**config.mk**
```make
export PLATFORM = sky130hd
export DESIGN_NAME = gshare_predictor_flat
export DESIGN_NICKNAME = d
export VERILOG_FILES = /design/src/rtl/gshare_predictor_if.sv /design/src/rtl/gshare_predictor.sv /design/src/flat_wrapper.sv
export SDC_FILE = /design/constraint.sdc
export NUM_CORES = 1
export LEC_CHECK = 0
export BUFFER_PORTS_ARGS = -buffer_cell sky130_fd_sc_hd__buf_2
export CORE_UTILIZATION = 56
export DETAILED_ROUTE_END_ITERATION = 7
export GPL_ROUTABILITY_DRIVEN = 0
export PLACE_DENSITY = 0.84
export SLEW_MARGIN = 20
export SYNTH_ARGS = -nofsm -noshare
export SYNTH_HDL_FRONTEND = slang
export SYNTH_SLANG_ARGS = --single-unit
```
**constraint.sdc**
```tcl
create_clock -name clk -period 9.2 [get_ports clk]
set_input_delay 0 -clock clk [delete_from_list [all_inputs] [get_ports clk]]
set_output_delay 0 -clock clk [all_outputs]
set_load 0.05 [all_outputs]
```
**src/rtl/gshare_predictor_if.sv**
```systemverilog
// rtl/gshare_predictor_if.sv - fetch-query and writeback-train signal bundle for gshare_predictor
interface gshare_predictor_if #(
  parameter int HIST_W = 4
);
  logic [15:0]       PC_if;
  logic              predict_req;
  logic              predict_taken;
  logic [HIST_W-1:0] branch_hist_if;
  logic              ready;
  logic              update_valid;
  logic [15:0]       PC_wb;
  logic [HIST_W-1:0] branch_hist_wb;
  logic              taken_wb;
  logic              mispredict_wb;

  modport master (
    output PC_if, predict_req, update_valid, PC_wb, branch_hist_wb, taken_wb, mispredict_wb,
    input  predict_taken, branch_hist_if, ready
  );

  modport slave (
    input  PC_if, predict_req, update_valid, PC_wb, branch_hist_wb, taken_wb, mispredict_wb,
    output predict_taken, branch_hist_if, ready
  );
endinterface

```
**src/rtl/gshare_predictor.sv**
```systemverilog
// rtl/gshare_predictor.sv - gshare direction predictor with speculative history and post-reset table init
module gshare_predictor #(
  parameter int HIST_W     = 4,
  parameter int INDEX_BITS = 5,
  parameter int CTR_W      = 2
) (
  input  logic               clk,
  input  logic               reset,
  input  logic               enable,
  gshare_predictor_if.slave  bus
);
  localparam int              DEPTH    = 1 << INDEX_BITS;
  localparam logic [CTR_W-1:0] CTR_WNT = {1'b0, {(CTR_W-1){1'b1}}};
  localparam logic [CTR_W-1:0] CTR_MAX = {CTR_W{1'b1}};

  typedef enum logic {INIT, RUN} state_t;

  state_t                  state, state_nxt;
  logic [INDEX_BITS-1:0]   init_ptr;
  logic [HIST_W-1:0]       spec_hist, hist_nxt;
  logic [CTR_W-1:0]        ctr_table [DEPTH];
  logic [INDEX_BITS-1:0]   pred_idx, upd_idx, wr_idx;
  logic [CTR_W-1:0]        pred_ctr, upd_ctr, wr_data;
  logic                    wr_en;
  logic                    unused_pc_bits;

  function automatic logic [INDEX_BITS-1:0] table_idx(input logic [15:0] pc,
                                                      input logic [HIST_W-1:0] h);
    return pc[INDEX_BITS:1] ^ (INDEX_BITS'(h) << (INDEX_BITS - HIST_W));
  endfunction

  assign pred_idx = table_idx(bus.PC_if, spec_hist);
  assign upd_idx  = table_idx(bus.PC_wb, bus.branch_hist_wb);
  assign pred_ctr = ctr_table[pred_idx];
  assign upd_ctr  = ctr_table[upd_idx];

  assign bus.ready          = (state == RUN);
  assign bus.predict_taken  = pred_ctr[CTR_W-1] & bus.ready;
  assign bus.branch_hist_if = spec_hist;

  assign unused_pc_bits = ^{bus.PC_if[15:INDEX_BITS+1], bus.PC_if[0],
                            bus.PC_wb[15:INDEX_BITS+1], bus.PC_wb[0]};

  always_ff @(posedge clk or negedge reset) begin
    if (!reset) begin
      state     <= INIT;
      init_ptr  <= '0;
      spec_hist <= '0;
    end else begin
      state     <= state_nxt;
      spec_hist <= hist_nxt;
      if (state == INIT) init_ptr <= init_ptr + 1'b1;
    end
  end

  always_comb begin
    state_nxt = state;
    hist_nxt  = spec_hist;
    wr_en     = 1'b0;
    wr_idx    = init_ptr;
    wr_data   = CTR_WNT;
    case (state)
      INIT: begin
        wr_en = 1'b1;
        if (&init_ptr) state_nxt = RUN;
      end
      RUN: begin
        if (bus.update_valid && enable) begin
          wr_idx = upd_idx;
          if (bus.taken_wb && upd_ctr != CTR_MAX) begin
            wr_en   = 1'b1;
            wr_data = upd_ctr + CTR_W'(1);
          end else if (!bus.taken_wb && upd_ctr != '0) begin
            wr_en   = 1'b1;
            wr_data = upd_ctr - CTR_W'(1);
          end
        end
        // Repair from the resolved branch's own history outranks this cycle's speculative shift.
        if (bus.update_valid && bus.mispredict_wb)
          hist_nxt = {bus.branch_hist_wb[HIST_W-2:0], bus.taken_wb};
        else if (bus.predict_req)
          hist_nxt = {spec_hist[HIST_W-2:0], bus.predict_taken};
      end
      default: state_nxt = INIT;
    endcase
  end

  // Counter storage has no reset; INIT fills it before it is ever trusted.
  always_ff @(posedge clk) begin
    if (wr_en) ctr_table[wr_idx] <= wr_data;
  end
endmodule

```
**src/flat_wrapper.sv**
```systemverilog
// flat-port wrapper written by rule: the top's interface ports become plain ports
module gshare_predictor_flat 
#(
  parameter int HIST_W     = 4,
  parameter int INDEX_BITS = 5,
  parameter int CTR_W      = 2
)
  (clk, reset, enable, bus_PC_if, bus_predict_req, bus_update_valid, bus_PC_wb, bus_branch_hist_wb, bus_taken_wb, bus_mispredict_wb, bus_predict_taken, bus_branch_hist_if, bus_ready);
  gshare_predictor_if #(.HIST_W(HIST_W)) bus_i ();
  input  logic clk;
  input  logic reset;
  input  logic enable;
  input wire logic [$bits(bus_i.PC_if)-1:0] bus_PC_if;
  input wire logic [$bits(bus_i.predict_req)-1:0] bus_predict_req;
  input wire logic [$bits(bus_i.update_valid)-1:0] bus_update_valid;
  input wire logic [$bits(bus_i.PC_wb)-1:0] bus_PC_wb;
  input wire logic [$bits(bus_i.branch_hist_wb)-1:0] bus_branch_hist_wb;
  input wire logic [$bits(bus_i.taken_wb)-1:0] bus_taken_wb;
  input wire logic [$bits(bus_i.mispredict_wb)-1:0] bus_mispredict_wb;
  output wire logic [$bits(bus_i.predict_taken)-1:0] bus_predict_taken;
  output wire logic [$bits(bus_i.branch_hist_if)-1:0] bus_branch_hist_if;
  output wire logic [$bits(bus_i.ready)-1:0] bus_ready;
  assign bus_i.PC_if = bus_PC_if;
  assign bus_i.predict_req = bus_predict_req;
  assign bus_i.update_valid = bus_update_valid;
  assign bus_i.PC_wb = bus_PC_wb;
  assign bus_i.branch_hist_wb = bus_branch_hist_wb;
  assign bus_i.taken_wb = bus_taken_wb;
  assign bus_i.mispredict_wb = bus_mispredict_wb;
  assign bus_predict_taken = bus_i.predict_taken;
  assign bus_branch_hist_if = bus_i.branch_hist_if;
  assign bus_ready = bus_i.ready;
  gshare_predictor #(.HIST_W(HIST_W), .INDEX_BITS(INDEX_BITS), .CTR_W(CTR_W)) u_core (.clk(clk), .reset(reset), .enable(enable), .bus(bus_i));
endmodule
```
==> metrics.yaml <==
run_status:
  outcome: "completed"
power:
  powerDensity_nw_per_um2: 195.4
  combPwrFrac_pct: 18.7
  p_seq_share_pct: 47.8
  ir_drop_v: 0.0001136
  p_sw_uw: 214.2
  sw_frac_of_total_pct: 26.91
  internal_power_uw: 581.5
  clockPowerShare_pct: 33.5
  p_leak_nw: 1.438
setup_path:
  cp.arrival_ns: 4.07
  cp_max_fo: 17
  required_ns: 9.23
  path_class: "primary input to flip-flop"
  end_kind: "flip-flop"
  cp-start-kind: "primary input"
logic_synthesis:
  synthTopCellsByArea: "edfxtp_1 53%, mux4_2 9.3%, mux4_1 7.2%"
  yosys.area_share.adder_pct: 1.375
  mappedNetlistNets: 294
  synthCells: 247
  ys_async_sr_fraction_pct: 13.51
  synth_compound_area_share_pct: 3.747
  yosysTopAreaCell: "edfxtp_1"
  ys.flop_type: "edfxtp_1"
  synth_top_area_share_pct: 52.80
  synth_most_common_cell: "edfxtp_1"
  synth_warnings: 0
  synth-xor-area-share_pct: 3.781
  synth-simple-area-share_pct: 9.866
  synth.ff_latch_count: 74
  synth_edf_count: 64
  synth_top_family_by_area: "multiplexers"
  synth_common_cells: "64 x edfxtp_1, 45 x nor2_1, 20 x nand2_1"
  syn_avg_cell_area_um2: 14.74
  syn_area_um2: 3640
  synth.area.mux_share_pct: 20.35
  yosysUniqueCellTypes: 34
  seq_area_frac_synth_pct: 59.68
placed_design:
  place_inst: 345
  preCtsSetupSlack_ns: 4.945
  hpwl_um: 5436
  port_buffers: 26
finish:
  multi_input_area_um2: 1424
  fillerInstances: 436
  antenna_cells: 0
  final_util_pct: 64.49
  final_cells: 361
  syn_to_final_growth_pct: 11.86
  fin_nets: 327
  seqCellArea_um2: 2172
  drive_gt1_share_pct: 23.59
clocking:
  cts_tree: "built"
  clockRootBuffer: "clkbuf_8"
  holdBufCountCts: 1
  htree_levels: 3
  ctsResizeCount: 0
  clkLatencyLatePin_ns: 0.34
  path_clk_slew_ns: 0.07
  clock-sinks: 74
  cts_inserted_buffers: 9
  post_cts_buffers: 0
  clockBufferDepth: 2
grt:
  antenna_found_initial: 0
  grt_overflow_total: 0
  grt_pass1_vias: 2293
  grt_start_max_net_pins: 33
  grt.total_usage_pct: 25.18
  grt_pass1_wl_um: 11720
timing:
  fin_ws_ns: 5.157
  fin_crit_ns: 4.043
  finalSetupTns_ns: 0
  hold_ws_ns: 0.02061
  drv_slew: 0
  skew_ns: 0.007840
  setup_violations: 0
  fmax_ghz: 0.2473
  worstMarginPinSlew_ns: 1.109
  max-slew-margin-rel_pct: 25.98
  finalHoldViolCount: 0
  finalCritPeriodShare_pct: 43.95
  rsz0062_at_grt: "false"
die:
  die_y_um: 82.62
  die_area_um2: 6826
  core-area_um2: 6314
  die_w_um: 82.62
  pin_count: 49
  row_count: 29
  start_util_pct: 57.65
run:
  maxCapViolations: 0
routing:
  drt_iter0_drc: 281
  wl_um: 7921
  post_drt_via_cell_ratio: 6.396
  drc: 0
  dr_total_vias: 2309
  dr.pass1.iters: 5
  drt-wirelength-per-cell_um: 21.94
  final_antenna_net_count: 0
hold_path:
  hold_class: "primary input to flip-flop"
==> state kept, by name, summed over array words and instances (netlist names) <==
signal / cells
u_core.ctr_table: 64
u_core.init_ptr: 5
u_core.bus.branch_hist_if: 4
u_core.bus.ready: 1
==> worst max-delay path, stage by stage <==
cell      delay [ns]
buf_2           0.11
xor2_2          0.87
mux4_1          0.66
mux4_2          0.50
mux2_4          0.30
ha_1            0.20
nor2b_1         0.18
nor2_1          0.09
or2_2           0.29
o22ai_1         0.22
nand2b_1        0.34
nor2_1          0.30
==> through the flow <==
step / instance area, µm² / total power, mW
6_report: 4071 / 0.7957
4_1_cts: 4071 / 0.7976
2_1_floorplan: 3640 / 0.4928
3_3_place_gp: 3856 / 0.5300
5_1_grt: 4071 / 0.8226
3_5_place_dp: 3856 / 0.5341
==> path summary, 6_finish.rpt <==
| check | startpoint | end | slack (ns) | depth (start not counted) |
|---|---|---|---|---|
| min in group asynchronous | reset | u_core.init_ptr[3] | 0.05 | 2 |
| max in group asynchronous | reset | u_core.init_ptr[2] | 8.96 | 2 |
| max | bus_PC_wb[2] | u_core.ctr_table[18][0] | 5.16 | 12 |
| min | bus_taken_wb | u_core.bus.branch_hist_if[0] | 0.02 | 3 |
| max reg2reg | u_core.ctr_table[2][1] | u_core.ctr_table[18][0] | 5.58 | 11 |
| min reg2reg | u_core.init_ptr[3] | u_core.init_ptr[3] | 0.53 | 1 |
==> cells by family after synthesis <==
logic type               after synthesis
multiplexers                          38
XOR/XNOR                              14
flip-flops                            74
AND/OR/NAND/NOR                       84
AO/OA/AOI/OAI                         22
buffers and inverters                 11
adder cells (fa/ha/maj)                4
==> metal layers <==
layer / vias up / GRT usage [%] / part of all wire, %
li1: 1020 / - / -
met1: 1155 / 30.90 / 39
met2: 115 / 41.65 / 51
met3: 19 / 8.242 / 7.9
met4: 0 / 9.483 / 2.5
met5: - / 0 / 0
==> power groups by stage <==
| stage | clock network (mW) | logic, mW | registers (mW) |
|---|---|---|---|
| floorplan | 0 | 0.0942 | 0.399 |
| global placement | 0 | 0.143 | 0.387 |
| detailed placement | 0 | 0.146 | 0.388 |
| CTS | 0.269 | 0.148 | 0.380 |
| global route | 0.282 | 0.160 | 0.381 |
| finish | 0.266 | 0.149 | 0.380 |
==> layout by cell type (no fill, tap or decap), types with 3 or more instances in the layout <==
cell       n
mux4_2    15
o21ai_0    4
inv_1      3
nand3_1    3
clkbuf_8   9
mux2i_1    8
or2_2      3
xor2_1     5
dfrtp_1   10
mux4_1    10
buf_2     26
xnor2_1    7
o22ai_1    4
nand2_1   20
a21oi_1    7
nor2_1    45
buf_4      3
mux2_2     4
edfxtp_1  64
nor3_1     3
ha_1       4
==> final cells by class <==
class	count	area share, %
well taps	77	2.366
repair buffers	30	3.995
multi-input cells	162	34.97
clock buffers	9	3.042
flip-flops and latches	74	53.35
inverters	3	0.2766
clock inverters	6	1.998
Note: power is estimated with default switching activity, not from simulation.
